===== config.mk =====
export PLATFORM = sky130hd
export DESIGN_NAME = rem_config_loader
export DESIGN_NICKNAME = d
export VERILOG_FILES = /design/src/rtl/rem_config_loader.sv
export SDC_FILE = /design/constraint.sdc
export NUM_CORES = 1
export LEC_CHECK = 0
export BUFFER_PORTS_ARGS = -buffer_cell sky130_fd_sc_hd__buf_2
export CAP_MARGIN = 20
export CORE_MARGIN = 1
export CORE_UTILIZATION = 45
export DETAILED_ROUTE_END_ITERATION = 7
export PLACE_DENSITY = 0.66
export SYNTH_ARGS = -nofsm -noshare
export SYNTH_HDL_FRONTEND = slang
export SYNTH_SLANG_ARGS = --single-unit

===== constraint.sdc =====
create_clock -name clk -period 2.2 [get_ports clk]
set_input_delay 0.33 -clock clk [delete_from_list [all_inputs] [get_ports clk]]
set_output_delay 0.33 -clock clk [all_outputs]
set_load 0.01 [all_outputs]

===== src/rtl/rem_config_loader.sv =====
// rtl/rem_config_loader.sv - byte-stream pattern loader for the regex character-match cell array
//
// Purpose:
//   Takes a pattern as a byte stream and writes it into the character-match cell array,
//   one cell per cycle. Cells beyond the pattern are padded with PAD_CHAR. At the end a
//   one-cycle done pulse is issued, with the pattern length and a sticky overflow flag.
//   All outputs are registered: a write for a byte accepted on edge N appears after edge N.
//
// Ports:
//   clk, rst_n                 clock, asynchronous active-low reset
//   start                      begin a new load (only honoured while idle)
//   in_valid/in_data/in_last   pattern byte stream, consumed when in_valid & in_ready
//   in_ready                   high while a pattern is being accepted
//   cfg_valid[NUM_CELLS]       one-hot cell write strobe
//   cfg_char, cfg_chained      character and chained flag for the strobed cell
//   busy                       load in progress (array input must be gated)
//   done                       one-cycle completion pulse
//   pat_len, overflow          pattern cell count and sticky too-long flag
//
// Optional feature (macro REM_CFG_ALT_EN):
//   8'h7C ('|') becomes a term separator; the next written cell starts a new term
//   (cfg_chained=0). Without the macro, '|' is a plain literal.
module rem_config_loader #(
    parameter int         NUM_CELLS = 16,
    parameter logic [7:0] PAD_CHAR  = 8'h00,
    parameter int         IDX_W     = $clog2(NUM_CELLS + 1)
) (
    input  logic                 clk,
    input  logic                 rst_n,
    input  logic                 start,
    input  logic                 in_valid,
    input  logic [7:0]           in_data,
    input  logic                 in_last,
    output logic                 in_ready,
    output logic [NUM_CELLS-1:0] cfg_valid,
    output logic [7:0]           cfg_char,
    output logic                 cfg_chained,
    output logic                 busy,
    output logic                 done,
    output logic [IDX_W-1:0]     pat_len,
    output logic                 overflow
);

    typedef enum logic [1:0] {S_IDLE, S_LOAD, S_PAD, S_DONE} state_t;

    localparam logic [IDX_W-1:0] CELLS     = IDX_W'(NUM_CELLS);
    localparam logic [IDX_W-1:0] LAST_CELL = IDX_W'(NUM_CELLS - 1);

    state_t                 state_q, state_d;
    logic [IDX_W-1:0]       index_q, index_d;
    logic [IDX_W-1:0]       pat_len_q, pat_len_d;
    logic                   overflow_q, overflow_d;
    logic                   first_q, first_d;
    logic [NUM_CELLS-1:0]   cfg_valid_q, cfg_valid_d;
    logic [7:0]             cfg_char_q, cfg_char_d;
    logic                   cfg_chained_q, cfg_chained_d;
    logic                   in_ready_q, in_ready_d;
    logic                   busy_q, busy_d;
    logic                   done_q, done_d;

    logic                   accept;
    logic                   is_sep;
    logic                   room;
    logic                   wr_byte;
    logic [IDX_W-1:0]       idx_after;

    assign accept = in_valid & in_ready_q;

`ifdef REM_CFG_ALT_EN
    assign is_sep = (in_data == 8'h7C);
`else
    assign is_sep = 1'b0;
`endif

    assign room      = (index_q < CELLS);
    assign wr_byte   = accept & ~is_sep & room;
    // Index after this cycle's byte; decides whether padding is still needed.
    assign idx_after = index_q + IDX_W'(wr_byte);

    // State and output registers
    always_ff @(posedge clk or negedge rst_n) begin
        if (!rst_n) begin
            state_q       <= S_IDLE;
            index_q       <= '0;
            pat_len_q     <= '0;
            overflow_q    <= 1'b0;
            first_q       <= 1'b1;
            cfg_valid_q   <= '0;
            cfg_char_q    <= 8'h00;
            cfg_chained_q <= 1'b0;
            in_ready_q    <= 1'b0;
            busy_q        <= 1'b0;
            done_q        <= 1'b0;
        end else begin
            state_q       <= state_d;
            index_q       <= index_d;
            pat_len_q     <= pat_len_d;
            overflow_q    <= overflow_d;
            first_q       <= first_d;
            cfg_valid_q   <= cfg_valid_d;
            cfg_char_q    <= cfg_char_d;
            cfg_chained_q <= cfg_chained_d;
            in_ready_q    <= in_ready_d;
            busy_q        <= busy_d;
            done_q        <= done_d;
        end
    end

    // Next-state logic
    always_comb begin
        state_d = state_q;
        unique case (state_q)
            S_IDLE: if (start) state_d = S_LOAD;
            S_LOAD: begin
                if (accept && in_last) begin
                    state_d = (idx_after < CELLS) ? S_PAD : S_DONE;
                end
            end
            S_PAD:  if (index_q == LAST_CELL) state_d = S_DONE;
            S_DONE: state_d = S_IDLE;
            default: state_d = S_IDLE;
        endcase
    end

    // Output and datapath logic
    always_comb begin
        index_d       = index_q;
        pat_len_d     = pat_len_q;
        overflow_d    = overflow_q;
        first_d       = first_q;
        cfg_valid_d   = '0;
        cfg_char_d    = 8'h00;
        cfg_chained_d = 1'b0;
        unique case (state_q)
            S_IDLE: begin
                if (start) begin
                    index_d    = '0;
                    pat_len_d  = '0;
                    overflow_d = 1'b0;
                    first_d    = 1'b1;
                end
            end
            S_LOAD: begin
                if (accept) begin
                    if (is_sep) begin
                        // Separators only mark the boundary; repeats collapse naturally.
                        first_d = 1'b1;
                    end else if (room) begin
                        cfg_valid_d   = NUM_CELLS'(1) << index_q;
                        cfg_char_d    = in_data;
                        cfg_chained_d = ~first_q;
                        first_d       = 1'b0;
                        index_d       = idx_after;
                        pat_len_d     = pat_len_q + IDX_W'(1);
                    end else begin
                        overflow_d = 1'b1;
                    end
                end
            end
            S_PAD: begin
                cfg_valid_d   = NUM_CELLS'(1) << index_q;
                cfg_char_d    = PAD_CHAR;
                cfg_chained_d = 1'b1;
                index_d       = index_q + IDX_W'(1);
            end
            S_DONE: begin
            end
            default: begin
            end
        endcase
        // Ready tracks the state the stream handshake will be evaluated in.
        in_ready_d = (state_d == S_LOAD);
        // Busy covers LOAD/PAD/DONE so it stays high through the done pulse.
        busy_d     = (state_q != S_IDLE) | start;
        done_d     = (state_q == S_DONE);
    end

    assign in_ready    = in_ready_q;
    assign cfg_valid   = cfg_valid_q;
    assign cfg_char    = cfg_char_q;
    assign cfg_chained = cfg_chained_q;
    assign busy        = busy_q;
    assign done        = done_q;
    assign pat_len     = pat_len_q;
    assign overflow    = overflow_q;

endmodule


# Yosys cells after proc, flatten, opt, wreduce, memory -nomap -nowiden
# Index checks and enable logic that the tools add are counted.
[op_classes]
n_shift = 1
mux = 29
n_reduce_logical = 8
n_bitwise = 4
addsub = 3
magnitude_cmp = 2
n_eq_ne = 9
[op_table]
columns = ["cell", "n"]
rows = [
  ["2-to-1 mux 16 bit", 2],
  ["one-hot mux 16 bit (2 select lines)", 1],
  ["2-to-1 mux 5 bit", 5],
  ["2-to-1 mux 8 bit", 3],
  ["left shift 1 x 5 -> 16 bit, first input constant", 1],
  ["one-hot mux 5 bit (3 select lines)", 1],
  ["AND reduction 4 bit", 3],
  ["adder 5 x 1 -> 5 bit, second input constant", 2],
  ["< comparator 5 bit, second input constant", 2],
  ["one-hot mux 5 bit (2 select lines)", 1],
  ["2-to-1 mux 1 bit", 9],
  ["inequality test 2 bit, second input constant", 4],
  ["one-hot mux 2 bit (4 select lines)", 1],
  ["2-to-1 mux 2 bit", 3],
  ["one-hot mux 1 bit (2 select lines)", 3],
  ["adder 5 x 1 -> 5 bit", 1],
  ["equality test 5 x 4 -> 1 bit, second input constant", 1],
  ["equality test 2 x 1 -> 1 bit, second input constant", 2],
  ["equality test 2 bit, second input constant", 2],
  ["nonzero test 2 bit", 2],
  ["nonzero test 3 bit", 1],
  ["AND 1 bit", 2],
  ["logical NOT 2 bit", 1],
  ["logical AND 1 bit", 1],
  ["2 further kinds", 2],
]
[word_totals]
elab_cells = 67
regBits = 42
out_inout_bits = 34

# Logic depth before layout (Yosys ltp)
[depth]
ltp_word = 8
depth_mapped = 7
depth_no_buf = 7

# Worst setup path after synthesis
# Ideal clock, no wire load.
[synth_timing]
path_type = "register to register"
startpoint = "reg in_ready_q (netlist: in_ready)"
endpoint = "reg in_ready_q (netlist: in_ready)"
setup_slack_ps = 427
path_stages_with_launch = 8
setup_time_ps = 66
t_arrival_ps = 1707
path_cell_list = "dfrtp_1 and3b_2 ha_1 ha_1 nand3_1 xnor2_1 a311oi_1 o31a_1"
[synth_via]
elab_chain_cells = 8
[synth_rtl]
columns = ["item", "line", "rtl"]
rows = [
  ["from (decl)", "57", "logic in_ready_q, in_ready_d;"],
  ["from (signal assigned)", "103", "in_ready_q <= in_ready_d;"],
  ["AND 1 bit (*)", "67", "assign accept = in_valid & in_ready_q;"],
  ["AND 1 bit", "76", "assign wr_byte = accept & ~is_sep & room;"],
  ["adder 5 x 1 -> 5 bit", "78", "assign idx_after = index_q + IDX_W'(wr_byte);"],
  ["< comparator 5 bit", "116", "state_d = (idx_after < CELLS) ? S_PAD : S_DONE;"],
  ["2-to-1 mux 1 bit", "116", ""],
  ["2-to-1 mux 2 bit (*)", "115", "if (accept && in_last) begin"],
  ["one-hot mux 2 bit (4 select lines) (*)", "112", "unique case (state_q)"],
  ["net state_d[0]", "49", "state_t state_q, state_d;"],
  ["equality test 2 x 1 -> 1 bit (*)", "172", "in_ready_d = (state_d == S_LOAD);"],
  ["net in_ready_d", "57", ""],
]
# Mark *: on every way through the listed nets, which the timed path passes. The rest lies on a longest branch.
# A chain may end at the register's enable or synchronous reset.

# Worst setup path in the final report
[layout_timing]
startpoint = "reg index_q[4]"
endpoint = "reg in_ready_q (netlist: in_ready)"
[layout_via]
elab_chain_cells = 8
[layout_rtl]
columns = ["item", "line", "rtl"]
rows = [
  ["from (decl)", "50", "logic [IDX_W-1:0] index_q, index_d;"],
  ["from (signal assigned)", "96", "index_q <= index_d;"],
  ["< comparator 5 bit", "75", "assign room = (index_q < CELLS);"],
  ["AND 1 bit", "76", ""],
  ["adder 5 x 1 -> 5 bit", "78", ""],
  ["< comparator 5 bit", "116", ""],
  ["2-to-1 mux 1 bit", "116", ""],
  ["2-to-1 mux 2 bit", "115", ""],
  ["one-hot mux 2 bit (4 select lines) (*)", "112", ""],
  ["net state_d[0]", "49", ""],
  ["equality test 2 x 1 -> 1 bit (*)", "172", ""],
  ["net in_ready_d", "57", ""],
]
# Marked as above.

==> run_results.csv <==
group,metric,value,unit
run_status,status,"finished, final reports clean",
critical_path,crit_path_cell_trace,"and3b_2 > ha_1 > ha_1 > nand3_1 > xnor2_1 > a311oi_1 > o31a_1",
clocking,cts_buffer_depth,2,
pwr,switchingPower,1.04,mW
pwr,cellPowerDensity,1160,nW/um2
logic_synthesis,synth_area,1990,um2
clocking,clock_latency,300,ps
critical_path,worst_path_dominant_cell_family,"compound AO/OA/AOI/OAI gates",
logic_synthesis,async_flop_share,100,%
final_layout,drive_gt1_share,29.1,%
sta,max_freq,0.507,GHz
sta,drv_slew,0,
die,fp.dieH,68.5,um
sta,whs,232,ps
pwr,p_int,1.79,mW
grt,grt-ovfl-total,0,
die,num_io_pins,47,
sta,fin_skew,10.3,ps
hold_path,min_path_type,"in -> reg",
pwr,irDropWorstVdd,0.000594,V
placement,portBuffers,46,
critical_path,rr_endpoint,"in_ready",
grt,antenna_found_initial,0,
sta,tightest_slew,350,ps
clocking,cts_sinks,42,
grt,grt_pass1_vias,1443,
critical_path,cp_slowest_cell,"dfrtp_1",
die,fp.dieArea,4690,um2
clocking,cts_tree,"built",
hold_path,min-delay-start,"in_data[3]",
critical_path,crit_required,2440,ps
logic_synthesis,synth_largest_area_cell,"dfrtp_1",
die,rows,23,
critical_path,rr_worst_depth,7,
logic_synthesis,synth_edf_count,0,
logic_synthesis,ys_top_cells_by_count,"41 x dfrtp_1, 17 x ha_1, 15 x and2_1, 14 x and3_1, 11 x inv_1",
logic_synthesis,ys_seq_area_share,52.9,%
placement,place.gp.congestion,0.824,
logic_synthesis,yosysWarningCount,0,
logic_synthesis,synth_top_area_share,51.5,%
final_layout,instances_no_fill,284,
logic_synthesis,synth_top_flop_cell,"dfrtp_1",
critical_path,path_buf_inv,0,
critical_path,setup.worst_path.end_class,"register",
pwr,total_power,2.83,mW
pwr,p_seq_share,36.2,%
logic_synthesis,synth_area_leaders,"dfrtp_1 52%, ha_1 11%, and2_1 4.7%",
die,die_x,68.5,um
grt,grt_pass1_wl,6630,um
pwr,swShare,36.6,%
grt,grt_usage,19.4,%
drt,ant_nets,0,
placement,dpl_cell_area,2300,um2
clocking,numCtsBuffers,5,
final_layout,antenna-diode-count,0,
final_layout,fill_cells,348,
drt,drc,0,
drt,wirelength,3910,um
logic_synthesis,ys_ff_latch,42,
final_layout,final_area,2440,um2
final_layout,area_delta_synth_final,22.8,%
sta,setup-tns-final,0,ps
critical_path,timing.rr.start,"index_q[4]",
sta,grt_setup_unrepaired,"no",
hold_path,whs_endpoint,"cfg_char[3]",
logic_synthesis,syn-mean-instance-area,11.2,um2
sta,setup_violations,0,
critical_path,max_stage_delay,440,ps
critical_path,cp-start-kind,"register",
hold_path,whs_path_depth,2,
placement,placedCellCount,275,
pwr,p_clk_share,25.8,%
drt,post_drt_wl_per_cell,13.8,um
logic_synthesis,ys_types,41,
grt,grt_max_degree,30,
clocking,clockRootBuffer,"clkbuf_8",
sta,slew_headroom,76.6,%
pwr,p_comb_share,38.0,%
clocking,h-tree-depth,2,
critical_path,path_common_cell,"ha_1",
critical_path,criticalPathCategory,"reg -> reg",
sta,finalCritPeriodShare,89.6,%
critical_path,r2r_slack,230,ps
placement,dp_hpwl,2890,um
critical_path,worstPathArrival,2210,ps
drt,dr_total_vias,1482,
sta,period_minus_slack,1970,ps
logic_synthesis,yosysMostFrequentCell,"dfrtp_1",
die,initial_utilization,48.4,%
logic_synthesis,syn_nets,207,
pwr,p_leak,1.34,nW
critical_path,path_max_fanout,7,
drt,viasPerCell,5.22,
clocking,path_clk_slew,90,ps
final_layout,fin_nets,263,
clocking,postCtsSetupRepairBufs,0,
sta,hold_viol,0,
drt,first_pass_iters,4,
die,core-area,4120,um2
drt,drtIter0Drc,62,
logic_synthesis,syn_inst,177,
run,drv_cap,0,
layout make-up:
cell class	instances	area [um2]	area share, %
well taps	50	62.6	2.56
multi-input cells	118	851	34.8
clock inverters	3	68.8	2.82
flip-flops and latches	42	1050	43.1
repair buffers	54	293	12.0
clock buffers	5	68.8	2.82
inverters	12	47.5	1.95
per-stage QoR:
step / worst slack [ps] / util, %
after floorplan: 427 / -
after global placement: 294 / 55.8
after detailed placement: 275 / 55.8
after CTS: 234 / 59.4
after global routing: 23.2 / 59.4
final: 229 / 59.4
logic make-up (layout without fill, tap and decap cells):
logic type	Yosys count	after routing	synth area share (%)
AO/OA/AOI/OAI	30	30	11.3
XOR/XNOR	1	1	0.440
adder cells (fa/ha/maj)	17	17	10.7
buffers and inverters	17	74	4.40
flip-flops	42	42	52.9
multiplexers	1	1	0.503
AND/OR/NAND/NOR	69	69	19.9
layer usage:
metal	part of all wire (%)	vias to the layer above	track usage, %	wire, um
met1	46	694	24.5	1810
met5	0	-	0	0
met4	1.4	0	8.07	53
met2	47	44	31.3	1840
met3	5.2	5	5.10	205
li1	-	739	-	-
power groups by stage:
| stage | combinational [mW] | sequential (mW) | clock [mW] |
|---|---|---|---|
| after floorplan | 0.728 | 1.06 | 0 |
| after global placement | 1.05 | 1.03 | 0 |
| after detailed placement | 1.07 | 1.04 | 0 |
| after CTS | 1.08 | 1.02 | 0.743 |
| after global routing | 1.21 | 1.05 | 0.769 |
| final | 1.08 | 1.02 | 0.730 |
worst max path at each step:
| stage | startpoint | endpoint | slack [ps] | depth (start not counted) |
|---|---|---|---|---|
| 2_1_floorplan | in_ready | in_ready | 430 | 7 |
| 3_3_place_gp | index_q[4] | in_ready | 290 | 7 |
| 3_5_place_dp | index_q[4] | in_ready | 280 | 7 |
| 4_1_cts | index_q[4] | in_ready | 230 | 7 |
| 5_1_grt | index_q[4] | in_ready | 20 | 7 |
| 6_report | index_q[4] | in_ready | 230 | 7 |
sequential cells by signal (all words and copies together), names as in the netlist:
name and count:
cfg_chained 1, busy 1, cfg_char 8, cfg_valid 16, pat_len 5, first_q 1
state_q 2, overflow 1, index_q 5, in_ready 1, done 1
layout by cell type (no fill, tap or decap), types with 6 or more instances in the layout:
cell,instances
nand2_1,10
and3_1,14
buf_4,7
ha_1,17
nand3_1,10
and2_1,15
nor2_1,6
inv_1,11
buf_2,46
dfrtp_1,41
o21ai_0,6
repair_timing:
item / CTS / global route
hold buffers: 1 / 0
endpoints found under the setup margin: 0 / 0
endpoints found under the hold margin: 13 / 0
gates resized for setup: 0 / 0
(Power assumes the default switching activity.)
